**config.mk**
```make
export PLATFORM = sky130hd
export DESIGN_NAME = fxp_div
export DESIGN_NICKNAME = d
export VERILOG_FILES = /design/src/rtl/fxp_div.sv
export SDC_FILE = /design/constraint.sdc
export NUM_CORES = 1
export LEC_CHECK = 0
export CAP_MARGIN = 0
export CORE_UTILIZATION = 55
export CTS_CLUSTER_SIZE = 40
export DETAILED_ROUTE_END_ITERATION = 16
export GPL_ROUTABILITY_DRIVEN = 0
export PLACE_DENSITY_LB_ADDON = 0.08
export SKIP_CTS_REPAIR_TIMING = 1
export SLEW_MARGIN = 20
export SYNTH_ARGS = -nofsm -noshare
export SYNTH_HDL_FRONTEND = slang
export SYNTH_SLANG_ARGS = --single-unit
```
**constraint.sdc**
```tcl
create_clock -name clk -period 4.32 [get_ports clk]
set_input_delay 1.296 -clock clk [delete_from_list [all_inputs] [get_ports clk]]
set_output_delay 1.296 -clock clk [all_outputs]
set_load 0.01 [all_outputs]
```
**src/rtl/fxp_div.sv**
```systemverilog
// Iterative unsigned fixed-point divider, q = (a << FRAC) / b, one quotient bit per cycle.
// Define DIV_ROUND_EN to add a round-half-up cycle after the quotient loop.
module fxp_div #(
  parameter int WIDTH = 6,
  parameter int FRAC  = 3
) (
  input  logic             clk,
  input  logic             reset_l,
  input  logic             in_valid,
  output logic             in_ready,
  input  logic [WIDTH-1:0] a,
  input  logic [WIDTH-1:0] b,
  output logic             out_valid,
  input  logic             out_ready,
  output logic [WIDTH-1:0] q,
  output logic             ovf,
  output logic             dz
);

  // state | meaning
  // IDLE  | ready for a new operand pair
  // CALC  | one restoring-division step per cycle
  // ROUND | round half up on the final remainder (DIV_ROUND_EN only)
  // DONE  | result held until the consumer takes it

  localparam int NW = WIDTH + FRAC;
  localparam int CW = $clog2(NW);

  typedef enum logic [1:0] {IDLE, CALC, ROUND, DONE} state_t;

  state_t           state, state_nxt;
  logic [NW-1:0]    n_q;
  logic [WIDTH-1:0] b_q;
  logic [WIDTH-1:0] r_q;
  logic [NW-1:0]    qf_q;
  logic [CW-1:0]    cnt;

  logic             accept;
  logic             last;
  logic [WIDTH:0]   r_sh;
  logic             ge;
  logic [WIDTH-1:0] r_nxt;
  logic [NW-1:0]    qf_nxt;

  // Saturate a widened quotient to WIDTH bits; returns {ovf, q}.
  function automatic logic [WIDTH:0] sat(input logic [NW:0] v);
    if (|v[NW:WIDTH]) sat = {1'b1, {WIDTH{1'b1}}};
    else              sat = {1'b0, v[WIDTH-1:0]};
  endfunction

  assign in_ready  = (state == IDLE);
  assign out_valid = (state == DONE);
  assign accept    = in_valid && in_ready;
  assign last      = (cnt == CW'(NW - 1));

  // Remainder stays below b, so the WIDTH-bit truncation of r_nxt is lossless.
  assign r_sh   = {r_q, n_q[NW-1]};
  assign ge     = (r_sh >= {1'b0, b_q});
  assign r_nxt  = WIDTH'(ge ? (r_sh - {1'b0, b_q}) : r_sh);
  assign qf_nxt = {qf_q[NW-2:0], ge};

`ifdef DIV_ROUND_EN
  logic          up;
  logic [NW:0]   qr;
  assign up = ({r_q, 1'b0} >= {1'b0, b_q});
  assign qr = {1'b0, qf_q} + (NW+1)'(up);
`endif

  always_ff @(posedge clk or negedge reset_l) begin
    if (!reset_l) state <= IDLE;
    else          state <= state_nxt;
  end

  always_comb begin
    state_nxt = state;
    case (state)
      IDLE: begin
        if (accept) state_nxt = (b == '0) ? DONE : CALC;
      end
      CALC: begin
`ifdef DIV_ROUND_EN
        if (last) state_nxt = ROUND;
`else
        if (last) state_nxt = DONE;
`endif
      end
`ifdef DIV_ROUND_EN
      ROUND: state_nxt = DONE;
`endif
      DONE: begin
        if (out_ready) state_nxt = IDLE;
      end
      default: state_nxt = IDLE;
    endcase
  end

  always_ff @(posedge clk or negedge reset_l) begin
    if (!reset_l) begin
      n_q  <= '0;
      b_q  <= '0;
      r_q  <= '0;
      qf_q <= '0;
      cnt  <= '0;
      q    <= '0;
      ovf  <= 1'b0;
      dz   <= 1'b0;
    end else begin
      case (state)
        IDLE: begin
          if (accept) begin
            n_q  <= {a, {FRAC{1'b0}}};
            b_q  <= b;
            r_q  <= '0;
            qf_q <= '0;
            cnt  <= '0;
            if (b == '0) begin
              q   <= '1;
              ovf <= 1'b0;
              dz  <= 1'b1;
            end else begin
              dz  <= 1'b0;
            end
          end
        end
        CALC: begin
          n_q  <= {n_q[NW-2:0], 1'b0};
          r_q  <= r_nxt;
          qf_q <= qf_nxt;
          cnt  <= cnt + CW'(1);
`ifndef DIV_ROUND_EN
          if (last) {ovf, q} <= sat({1'b0, qf_nxt});
`endif
        end
`ifdef DIV_ROUND_EN
        ROUND: {ovf, q} <= sat(qr);
`endif
        default: ;
      endcase
    end
  end

endmodule

```
==> results of run 1 <==
-- placed cells by master (no fill, tap or decap), types with 4 or more instances in the layout --
cell type         n
a21oi_1           4
nand2_1          48
ha_1              8
o211ai_2          6
dfrtp_1          40
clkdlybuf4s50_1  24
nor2_1           13
o21ai_0          11
clkbuf_8          6
inv_1            11
a31oi_1           7
nand4_1           5
o22a_1            6
nand3_1          19
-- flip-flops by register name (all words and copies together), names as in the netlist --
signal / cells
b_q: 6
dz: 1
ovf: 1
r_q: 6
n_q: 6
cnt: 4
state: 2
qf_q: 8
q: 6
-- area by class of cell --
cell class / instances / share of cell area (%)
flip-flops and latches: 40 / 41.56
multi-input cells: 155 / 38.49
repair buffers: 27 / 10.81
clock buffers: 6 / 3.429
well taps: 46 / 2.390
inverters: 11 / 1.714
clock inverters: 2 / 1.610
-- worst max-delay path: stages (launching register included) --
cell and delay [ns]:
dfrtp_1 0.52, and2_1 0.18, clkdlybuf4s50_1 0.53
-- routing by layer --
metal	vias up	global-route usage [%]	wire, um
met5	-	0	0
met1	798	31.40	1898
met4	0	9.884	72
met2	65	42.12	2130
li1	794	-	-
met3	7	4.197	225
-- cell families (layout without fill, tap and decap cells) --
kind of cell	after synthesis	in the layout	synth area share (%)
flops	40	40	49.32
simple gates	98	98	21.76
buf+inv	24	46	5.240
compound gates	43	43	15.60
fa+ha+maj	9	9	5.919
xor+xnor	5	5	2.158
-- power breakdown --
group / switching (mW) / internal [mW]
clock: 0.136 / 0.189
sequential: 0.138 / 0.566
combinational: 0.706 / 0.532
total: 0.980 / 1.29
-- stage by stage --
stage	util, %	worst slack, ns	area [sq um]
2_1_floorplan	-	2.059	2029
3_3_place_gp	66.45	1.260	2287
3_5_place_dp	66.45	1.275	2287
4_1_cts	69.97	1.481	2409
5_1_grt	69.97	1.378	2409
6_report	69.97	1.502	2409
-- final timing paths --
| kind | from | to | slack (ns) |
|---|---|---|---|
| setup / recovery | state[1] | out_valid | 1.50 |
| max in group asynchronous | reset_l | n_q[5] | 2.65 |
| setup reg to reg | state[0] | q[5] | 2.18 |
| hold / removal | qf_q[0] | qf_q[1] | 0.50 |
| min in group asynchronous | reset_l | r_q[5] | 1.11 |
| hold reg to reg | qf_q[0] | qf_q[1] | 0.50 |
==> run summary, run 1 <==
Setup TNS = 0 ns
GRT Overall Usage = 24.80%
Clock Latency Late Sink = 0.30 ns
Nets = 265
Post-synth cell types = 35
Placed cells = 279
Synth Area per Inst = 9.267 sq um
Antenna Cells = 0
Worst slew pin tran = 0.9269 ns
Ys async rst share = 100.0%
Hold path cells = 2
Buffers on Ports = 25
Num CTS Buffers = 5
Die area = 3937 sq um
Syn nets = 244
Starting density of the core = 58.96%
Crit path DAT = 1.52 ns
Yosys top cell by area = dfrtp_1
CTS tree = yes
# IOs = 26
# rows = 21
Worst endpoint required time = 3.02 ns
Yosys reg bits = 40
Reg clk slew, reported paths = 0.08 ns
Clock Sinks = 40
Most common library cells after synthesis = 48 x nand2_1, 40 x dfrtp_1, 19 x nand3_1
Non-Filler Instances = 287
RSZ-0062 raised after global routing = no
EDFF count, synth = 0
Total power = 2.267 mW
Netlist Area Pre-Place = 2029 sq um
Hold crit path type = reg2reg
Max-slew violations = 0
Vias per inst = 5.798
Critical Path Source Type = register
Hold Fails Final Rpt = 0
Critical path class = reg2out
Yosys top cell area share = 49.32%
Sequential cell area = 1001 sq um
Share of layout cells above drive strength 1 = 8.714%
Hold WS = 0.4983 ns
Dpl hpwl = 3009 um
Core Area = 3442 sq um
Number of global-route vias before repair = 1,615
DR DRC count = 0
Clk buf depth = 2
Cells on worst reg2reg path = 4
Routed Wire Length = 4326 um
First-pass GRT wire length = 7500 um
Count leader, synth = nand2_1
# setup viols final = 0
Status = complete, no violations
H-Tree Depth = 2
Leak = 1.067 nW
Mapped Cells = 219
DR pass1 iterations = 4
# fillers = 277
Final ANT Viol Nets = 0
Maxcap violations = 0
Initial antenna violation count = 0
Max Clock Skew = 0.008720 ns
Final worst path period need = 2.818 ns
Die Wd = 62.75 um
Slew margin rel. = 38.06%
Crit-path max FO = 8
Die span in y = 62.75 um
Most used flip-flop cell after synthesis = dfrtp_1
Fmax = 354.9 MHz
Max IR drop VDD = 0.0004430 V
Largest net degree at the start of global routing = 41
Final period utilization = 65.23%
Power per cell area = 941.2 nW/um^2
Area occupied by multi-input gates = 927.1 sq um
P&R area growth vs syn = 18.68%
Yosys warning total = 0
Register area share after synthesis = 49.32%
Crit. End Element = primary output
Wirelength per Cell = 15.07 um
Initial DRC count = 125
Synth area leaders = dfrtp_1 49%, nand2_1 8.9%, ha_1 4.9%
Root Buffer Master = clkbuf_8
Total grt overflow = 0
DR vias = 1,664
Note: power is estimated with default switching activity, not from simulation.
==> inputs of run 2 (changes only) <==
--- a/config.mk
+++ b/config.mk
@@ -6,7 +6,7 @@
 export NUM_CORES = 1
 export LEC_CHECK = 0
 export CAP_MARGIN = 0
-export CORE_UTILIZATION = 55
+export CORE_UTILIZATION = 54
 export CTS_CLUSTER_SIZE = 40
 export DETAILED_ROUTE_END_ITERATION = 16
 export GPL_ROUTABILITY_DRIVEN = 0
==> constraint.sdc (replaced) <==
create_clock -name clk -period 2.7 [get_ports clk]
set_input_delay 0.81 -clock clk [delete_from_list [all_inputs] [get_ports clk]]
set_output_delay 0.81 -clock clk [all_outputs]
set_load 0.01 [all_outputs]
==> run 2 against run 1 <==
Compared with the run above:
- critical path depth stayed put
- via count grew 1.1%
- hold slack got worse by 0.0027 ns
- power is 61% higher
- worst setup slack got worse by 1.1 ns
- sequential power grew 61%
- combinational power rose by 65%
- final cell count up 1.0%
==> run summary, run 2 (synthesis results as in run 1) <==
Status = complete, no violations
P&R area growth vs syn = 19.73%
DR vias = 1,682
Nets = 268
Die span in y = 63.31 um
Most common cell after layout, fill and taps aside = nand2_1
Setup TNS = 0 ns
Cells on worst reg2reg path = 6
Reg2reg start = r_q[2]
Max Clock Skew = 0.001812 ns
Hold path cells = 2
Crit path DAT = 1.50 ns
Clock Latency Late Sink = 0.28 ns
Sw Ratio = 43.45%
Final ANT Viol Nets = 0
Routed Wire Length = 4480 um
Final period utilization = 85.58%
Die Wd = 63.31 um
Most frequent cells in the layout = 48 x nand2_1, 40 x dfrtp_1, 24 x clkdlybuf4s50_1
R2R Setup Slk = 0.80 ns
H-Tree Depth = 2
# rows = 21
Worst slew pin tran = 0.9525 ns
Critical Path Source Type = register
Hold Path Sink = b_q[0]
Clock Sinks = 40
Antenna Cells = 0
Core Area = 3468 sq um
Largest net degree at the start of global routing = 41
RSZ-0062 raised after global routing = no
Power per cell area = 1503 nW/um^2
Worst endpoint required time = 1.89 ns
Hold crit path type = reg2reg
Int Power = 2.066 mW
Crit. End Element = primary output
Leak = 1.081 nW
Wirelength per Cell = 15.45 um
Dpl hpwl = 3183 um
GRT Overall Usage = 25.10%
Hold wc startpoint = b_q[0]
DR DRC count = 0
# setup viols final = 0
Clock share of power = 13.0%
Initial DRC count = 162
Maxcap violations = 0
Vias per inst = 5.800
Reg clk slew, reported paths = 0.07 ns
Max FFs per register = 8
Comb pwr share = 56.0%
Post-route cell area = 2430 sq um
Critical path class = reg2out
First-pass GRT wire length = 7659 um
Placed inst area = 2322 sq um
Final worst path period need = 2.311 ns
Initial antenna violation count = 0
Total grt overflow = 0
Flop pwr share = 31.0%
Num CTS Buffers = 5
Share of layout cells above drive strength 1 = 9.426%
Clk buf depth = 2
CTS tree = yes
Slew margin rel. = 36.35%
Starting density of the core = 58.51%
NetSw = 1.587 mW
Root Buffer Master = clkbuf_8
# IOs = 26
Crit-path max FO = 8
Biggest register = qf_q
Hold Fails Final Rpt = 0
DR pass1 iterations = 4
Buffers on Ports = 25
Die area = 4008 sq um
Max-slew violations = 0
Number of global-route vias before repair = 1,648
RR Endpoint = q[0]
Max IR drop VDD = 0.0006858 V
Fmax = 432.8 MHz
==> run 2: cell count changes in the layout (fill, tap and decap cells not counted), sizes merged <==
| cell | before | now |
|---|---|---|
| buf | 3 | 6 |
==> run 2: stage by stage <==
step                instances  util [%]  worst slack (ns)  hold WS, ns  power (mW)
floorplan                 219         -            0.9251       0.4497       2.639
global placement          282     66.96            0.2418       0.4681       3.012
detailed placement        282     66.96            0.1927       0.4829       3.156
CTS                       290     70.06            0.3808       0.5001       3.652
global route              290     70.06            0.3311       0.5143       3.949
finish                    290     70.06            0.3895       0.4956       3.653
==> run 2: critical path: stages, from the launching register on <==
cell,delay (ns)
dfrtp_1,0.52
and2_1,0.17
clkdlybuf4s50_1,0.53
==> run 2: final cells by class <==
type | instances | area, sq um
multi-input combinational | 155 | 927.1
clock buffer | 6 | 72.57
timing repair buffer | 30 | 295.3
sequential | 40 | 1001
fill | 281 | 1039
clock inverter | 2 | 35.03
tap | 46 | 57.56
inverter | 11 | 41.29
==> run 2: worst max path at each step <==
| stage | start | endpoint | slack, ns | cells past startpoint |
|---|---|---|---|---|
| global route | state[1] | out_valid | 0.33 | 2 |
| detailed placement | b[3] | ovf | 0.19 | 5 |
| floorplan | b[3] | ovf | 0.93 | 4 |
| global placement | b[3] | ovf | 0.24 | 5 |
| CTS | state[1] | out_valid | 0.38 | 2 |
| finish | state[1] | out_valid | 0.39 | 2 |
==> run 2: power by group through the flow <==
| stage | clock network (mW) | logic, mW | registers (mW) |
|---|---|---|---|
| detailed placement | 0 | 2.02 | 1.14 |
| CTS | 0.482 | 2.04 | 1.13 |
| floorplan | 0 | 1.57 | 1.07 |
| finish | 0.476 | 2.04 | 1.13 |
| global route | 0.512 | 2.27 | 1.16 |
| global placement | 0 | 1.90 | 1.12 |
==> run 2: routing by layer <==
layer	routed length, um	global-route usage [%]	part of all wire, %
met1	1944	31.50	43
met2	2349	43.15	52
met3	151	4.348	3.4
met4	36	9.375	0.80
met5	0	0	0
==> inputs of run 3 (changes only) <==
--- a/config.mk
+++ b/config.mk
@@ -5,7 +5,7 @@
 export SDC_FILE = /design/constraint.sdc
 export NUM_CORES = 1
 export LEC_CHECK = 0
-export CAP_MARGIN = 0
+export CAP_MARGIN = 20
 export CORE_UTILIZATION = 54
 export CTS_CLUSTER_SIZE = 40
 export DETAILED_ROUTE_END_ITERATION = 16
==> results of run 3 <==
Same layout as run 2: the final DEF is identical, and so are final timing and power.
